### config.mk
export PLATFORM = sky130hd
export DESIGN_NAME = mem_load_formatter
export DESIGN_NICKNAME = d
export VERILOG_FILES = /design/src/rtl/mem_load_formatter.sv
export SDC_FILE = /design/constraint.sdc
export NUM_CORES = 1
export LEC_CHECK = 0
export ABC_AREA = 1
export CAP_MARGIN = 5
export CELL_PAD_IN_SITES_DETAIL_PLACEMENT = 0
export CELL_PAD_IN_SITES_GLOBAL_PLACEMENT = 2
export CORE_ASPECT_RATIO = 1.1
export CORE_MARGIN = 3
export CORE_UTILIZATION = 22
export DETAILED_ROUTE_END_ITERATION = 8
export PLACE_DENSITY = 0.83
export SETUP_SLACK_MARGIN = 0.2
export SLEW_MARGIN = 15
export SYNTH_ARGS = -nofsm -noshare
export SYNTH_HDL_FRONTEND = slang
export SYNTH_SLANG_ARGS = --single-unit
### constraint.sdc
create_clock -name i_clk -period 1.75 [get_ports i_clk]
set_input_delay 0.175 -clock i_clk [delete_from_list [all_inputs] [get_ports i_clk]]
set_output_delay 0.175 -clock i_clk [all_outputs]
set_load 0.005 [all_outputs]
### src/rtl/mem_load_formatter.sv
// MEM-stage load path: word read over req/ack, pipeline stall while pending,
// byte/half/word extraction with sign/zero extension, registered result.
module mem_load_formatter #(
   parameter int ADDR_W  = 32,
   parameter int TIMEOUT = 16
) (
   input  logic              i_clk,
   input  logic              i_reset,
   input  logic              i_load_valid,
   input  logic [5:0]        i_opcode,
   input  logic [ADDR_W-1:0] i_addr,
   output logic              o_stall,
   output logic              o_mem_req,
   output logic [ADDR_W-1:0] o_mem_addr,
   input  logic              i_mem_ack,
   input  logic [31:0]       i_mem_rdata,
   output logic [31:0]       o_load_data,
   output logic              o_load_valid,
   output logic              o_load_err
);

   localparam logic [5:0] OP_LB  = 6'b100000;
   localparam logic [5:0] OP_LBU = 6'b100100;
   localparam logic [5:0] OP_LH  = 6'b100001;
   localparam logic [5:0] OP_LHU = 6'b100101;
   localparam logic [5:0] OP_LW  = 6'b100011;

   localparam int CW = $clog2(TIMEOUT) + 1;
   localparam logic [CW-1:0] LAST = CW'(TIMEOUT - 1);

   typedef enum logic [1:0] {
      IDLE,
      REQ,
      DONE
   } state_t;

   state_t        state;
   state_t        nxt;
   logic [5:0]    op_q;
   logic [CW-1:0] cnt;
   logic          err_q;
   logic          is_load;
   logic          start;
   logic          timeout;
   logic [31:0]   fmt;

   always_comb begin
      is_load = 1'b0;
      case (i_opcode)
         OP_LB, OP_LBU, OP_LH, OP_LHU, OP_LW: is_load = 1'b1;
         default: is_load = 1'b0;
      endcase
   end

   assign start   = i_load_valid & is_load;
   assign timeout = (cnt == LAST);

   // Extraction uses the opcode latched at start, not the live MEM opcode.
   always_comb begin
      fmt = i_mem_rdata;
      case (op_q)
         OP_LB:   fmt = {{24{i_mem_rdata[7]}}, i_mem_rdata[7:0]};
         OP_LBU:  fmt = {24'b0, i_mem_rdata[7:0]};
         OP_LH:   fmt = {{16{i_mem_rdata[15]}}, i_mem_rdata[15:0]};
         OP_LHU:  fmt = {16'b0, i_mem_rdata[15:0]};
         default: fmt = i_mem_rdata;
      endcase
   end

   always_comb begin
      nxt          = state;
      o_stall      = 1'b0;
      o_mem_req    = 1'b0;
      o_load_valid = 1'b0;
      o_load_err   = 1'b0;
      unique case (state)
         IDLE: begin
            if (start) begin
               o_stall = 1'b1;
               nxt     = REQ;
            end
         end
         REQ: begin
            o_stall   = 1'b1;
            o_mem_req = 1'b1;
            if (i_mem_ack || timeout) nxt = DONE;
         end
         DONE: begin
            o_load_valid = 1'b1;
            o_load_err   = err_q;
            nxt          = IDLE;
         end
         default: nxt = IDLE;
      endcase
   end

   always_ff @(posedge i_clk) begin
      if (i_reset) begin
         state       <= IDLE;
         op_q        <= '0;
         o_mem_addr  <= '0;
         cnt         <= '0;
         o_load_data <= '0;
         err_q       <= 1'b0;
      end else begin
         state <= nxt;
         case (state)
            IDLE: begin
               if (start) begin
                  op_q       <= i_opcode;
                  o_mem_addr <= i_addr;
                  cnt        <= '0;
                  err_q      <= 1'b0;
               end
            end
            REQ: begin
               cnt <= cnt + CW'(1);
               // A late ack on the final cycle still beats the timeout.
               if (i_mem_ack) begin
                  o_load_data <= fmt;
                  err_q       <= 1'b0;
               end else if (timeout) begin
                  o_load_data <= '0;
                  err_q       <= 1'b1;
               end
            end
            default: ;
         endcase
      end
   end

endmodule

Word-level counts from Yosys, hierarchy flattened
Cells that the tools add are included.

Bits in registers: 78. Bits of input ports: 74. Output and inout port bits: 68. Word-level logic and storage cells: 51.

Add/sub/neg operators: 1. Equal/unequal tests: 15. Multiplexer cells: 18. Bitwise logic cells: 1. Reductions and logical operators: 10.

Operators with widths (count): $pmux W32 S4 (1); $mux W32 (2); $eq A6 B6 Y1 const B (9); $pmux W5 S2 (1); $mux W1 (8); $reduce_and A2 Y1 (4); $add A5 B1 Y5 const B (1); $eq A5 B4 Y1 const B (1); $mux W5 (1); $reduce_or A5 Y1 (1); $mux W2 (2); $ne A2 B2 Y1 const B (2); $pmux W1 S2 (2); $pmux W2 S2 (1); $reduce_bool A2 Y1 (2); $ne A3 B3 Y1 const B (1); $reduce_and A3 Y1 (1); $eq A2 B1 Y1 const B (1); $eq A2 B2 Y1 const B (1); $logic_not A2 Y1 (1); $and A1 B1 Y1 (1); $logic_or A1 B1 Y1 (1).

Depth between registers and ports, before layout
Depth in word-level cells: 6. Mapped depth: 10. Depth with buffers taken out: 9.

Worst setup path after synthesis
No wires, ideal clock.

Path kind: register to register. Start point: register cnt[0]. End point: register o_load_data[27]. Setup time: 0.067 ns. Arrival: 1.433 ns. Path slack: 0.250 ns. Stages on the path, launching flop included: 11. Cell sequence: dfxtp_1 ha_1 nand2_1 nor2_1 ha_1 nor2_1 nor2_1 inv_1 buf_2 nand2_1 a21oi_2.

Word-level cells in the longest chain between the ends: 3.

Ends and longest elaborated chain: start: declaration (line 40) `logic [CW-1:0] cnt;`; start signal: assignment (line 117) `cnt <= cnt + CW'(1);`; $eq A5 B4 Y1 (line 56) `assign timeout = (cnt == LAST);`; $reduce_bool A2 Y1 (no line); $reduce_and A2 Y1 (no line); end signal: assignment (line 120) `o_load_data <= fmt;`; end: declaration (line 17) `output logic [31:0] o_load_data,`.

No other way between the ends. A chain may end at the register's enable or synchronous reset.

Worst setup path in the final report
Start point: register cnt[0]. End point: register o_load_data[8].

The elaborated chain is that of the path after synthesis.

==> impl_results.md <==
* Status: completed
* Setup-failing EPs final at 0
* CTS tree: yes
* # H-tree levels at 3
* Crit-path max FO at 8
* GP Congestion at 0.728
* DR vias at 3332
* RSZ-0062 raised after global routing: true
* Die Ht at 132 um
* Final Max Tran Viols at 0
* Hold WS at 407 ps
* Max Cap Viol at 0
* Startpoint Class: flip-flop
* Synthesized area per cell at 7.53 um^2
* 1st-pass router iterations at 4
* Period utilization at 91.9%
* Worst reg2reg startpoint: cnt[0]
* Highest Clock Rate at 622 MHz
* Final ANT Viol Nets at 0
* Core area at 0.0140 mm^2
* Top-area cell type share of the netlist area at 48.8%
* Yosys cell types at 32
* Worst skew pair latency at 330 ps
* Synth area leaders: dfxtp_1, nand2_1, nor2_1
* Pwr dens at 764 mW/mm^2
* Standard-cell rows at 45
* I/O Pins at 142
* Vias in the first global route at 3399
* Reg2Reg Setup Slack at 140 ps
* Leak at 0.00221 uW
* Via density at 4.23
* Hpwl dp at 6.97 mm
* Initial Util at 22.8%
* Root Driver: clkbuf_16
* CP top delay family: simple AND/OR/NAND/NOR gates
* Syn Nets at 501
* CTS clk-pin slew, worst paths at 60 ps
* Synth warn at 0
* CTS max path bufs at 2
* # DRC at 0
* Die Wd at 121 um
* ANT cells at 0
* Max VDD drop at 0.327 mV
* DRT Wirelength at 10.6 mm
* Synthesized area at 0.00320 mm^2
* Reg-to-Reg End: o_load_data[8]
* Total power at 4390 uW
* Worst setup EP type: flip-flop
* Violation count after the first detailed-route iteration at 127
* Fillers at 1400
* Reg2reg path depth at 11
* Clk sink count at 78
* Die ar. at 0.0160 mm^2
* Worst hold stages at 3
* Buffer and inverter count on the worst path at 3
* Max stage delay on crit path at 350 ps
* Layout area overhead at 79.9%
* Crit path top cell by count: nor2_4
* Final min period at 1610 ps
* CP max stage cell: dfxtp_2
* Crit path required time at 1960 ps
* Min-Delay Path Class: in -> reg
* Initial antenna violation count at 0
* Worst Setup Path Type: reg -> reg
* CP cell instances: ha_4 > nand2_4 > nor2_4 > ha_4 > nor2_4 > nor2_4 > inv_4 > buf_12 > clkbuf_16 > nand2_2 > a21oi_2
* Cell accounting for the most synthesized area: dfxtp_1
* Max Clock Skew at 7.54 ps
* Total gr overflow at 0
* Tot GR Track Use at 13.2%
* Largest net degree at the start of global routing at 33
* First-pass GRT wire length at 16.9 mm
* Sequential fraction of the synthesis area at 48.8%
* Share of cells above drive strength 1 at 23.8%
* PortBufs at 141
* Synthesized flop and latch total at 78
* Avg WL per Cell at 13.4 um
* Hold Startpoint: i_mem_rdata[3]
* Nets at 671
* Critical path arrival at 1820 ps
* Synth Instances at 425
* Fin. Hold Viols at 0
* Final setup TNS at 0 ps
* Worst slew pin tran at 390 ps
* Number of CTS-inserted buffers at 9
* Sink of the worst hold path: o_load_data[3]
* Slew HR at 74.0%
* Fin util at 41.0%
* Crit. path cell count at 11
-- cell usage after synthesis, drive strengths merged --
master and n:
a21oi 39, and3 1, buf 14, clkbuf 8, clkinv 1, dfxtp 78, ha 2, inv 34
nand2 96, nand3 23, nand4 1, nor2 83, nor3 2, nor3b 1, o2111ai 1, o21ai 38
or2 3
-- flip-flops by register name (all words and copies together) (netlist names) --
signal,count
o_load_data,32
op_q,6
state,2
o_mem_addr,32
cnt,5
err_q,1
-- layer usage --
layer | part of all wire [%] | track usage, % | vias up
met4 | 2.1 | 6.11 | 0
met1 | 42 | 15.4 | 1515
met2 | 48 | 21.7 | 112
li1 | - | - | 1690
met3 | 7.9 | 4.66 | 15
met5 | 0 | 0 | -
-- cell usage in the layout (no fill, tap or decap), drive strengths merged --
| master | netlist | final |
|---|---|---|
| clkdlybuf4s50 | 0 | 137 |
| nand2 | 96 | 96 |
| nor2 | 83 | 83 |
| dfxtp | 78 | 78 |
| buf | 14 | 39 |
| a21oi | 39 | 39 |
| o21ai | 38 | 38 |
| inv | 34 | 34 |
| nand3 | 23 | 23 |
| clkbuf | 8 | 11 |
| clkinv | 1 | 4 |
| bufinv | 0 | 3 |
| dlygate4sd2 | 0 | 3 |
| or2 | 3 | 3 |
| ha | 2 | 2 |
| nor3 | 2 | 2 |
| and3 | 1 | 1 |
| nor3b | 1 | 1 |
| nand4 | 1 | 1 |
| o2111ai | 1 | 1 |
| clkinvlp | 0 | 1 |
-- through the flow --
step	area, um^2	cells	worst slack (ps)
3_5_place_dp	4890	749	-194
3_3_place_gp	4890	749	-198
4_1_cts	5570	783	80.5
6_report	5750	788	142
2_1_floorplan	3200	425	250
5_1_grt	5750	788	69.2
-- logic make-up (layout without fill, tap and decap cells) --
logic type	Yosys count	in the layout	synth area share [%]
DFF	78	78	48.8
buffers and inverters	57	232	8.49
and+or+nand+nor	210	210	29.4
adders and majority gates	2	2	0.782
AOI/OAI and AO/OA	78	78	12.6
-- report_power, final --
group	internal, uW	switching (uW)	total, uW	leakage (uW)
Combinational	268	176	444	0.00141
Clock	1390	743	2130	0.000165
Sequential	1800	17.0	1820	0.000631
Total	3460	936	4390	0.00221
-- worst register-to-register path, stage by stage, from the launching register on --
cell and delay, ps:
dfxtp_2 350, ha_4 150, nand2_4 60, nor2_4 110, ha_4 150, nor2_4 40, nor2_4 140, inv_4 60
buf_12 130, clkbuf_16 170, nand2_2 70, a21oi_2 50
-- worst max path at each step --
stage | start | endpoint
global placement | i_opcode[3] | o_stall
detailed placement | i_opcode[3] | o_stall
CTS | i_opcode[3] | o_stall
floorplan | cnt[0] | o_load_data[27]
finish | cnt[0] | o_load_data[8]
global route | cnt[0] | o_load_data[20]
-- final cells by class --
| type | instances | area [um^2] | share of cell area [%] |
|---|---|---|---|
| flip-flops and latches | 78 | 1560 | 27.2 |
| multi-input cells | 290 | 1650 | 28.6 |
| clock inverters | 7 | 113 | 1.96 |
| well taps | 188 | 235 | 4.09 |
| repair buffers | 181 | 1830 | 31.8 |
| clock buffers | 9 | 225 | 3.91 |
| inverters | 35 | 141 | 2.46 |
-- timing repair --
item,in CTS,in global routing
pin swaps,22,10
setup endpoints to repair,36,39
hold buffers,0,0
setup buffers,16,4
resized for setup,57,38
cloned,2,1
Power figures use the tool's default switching activity.
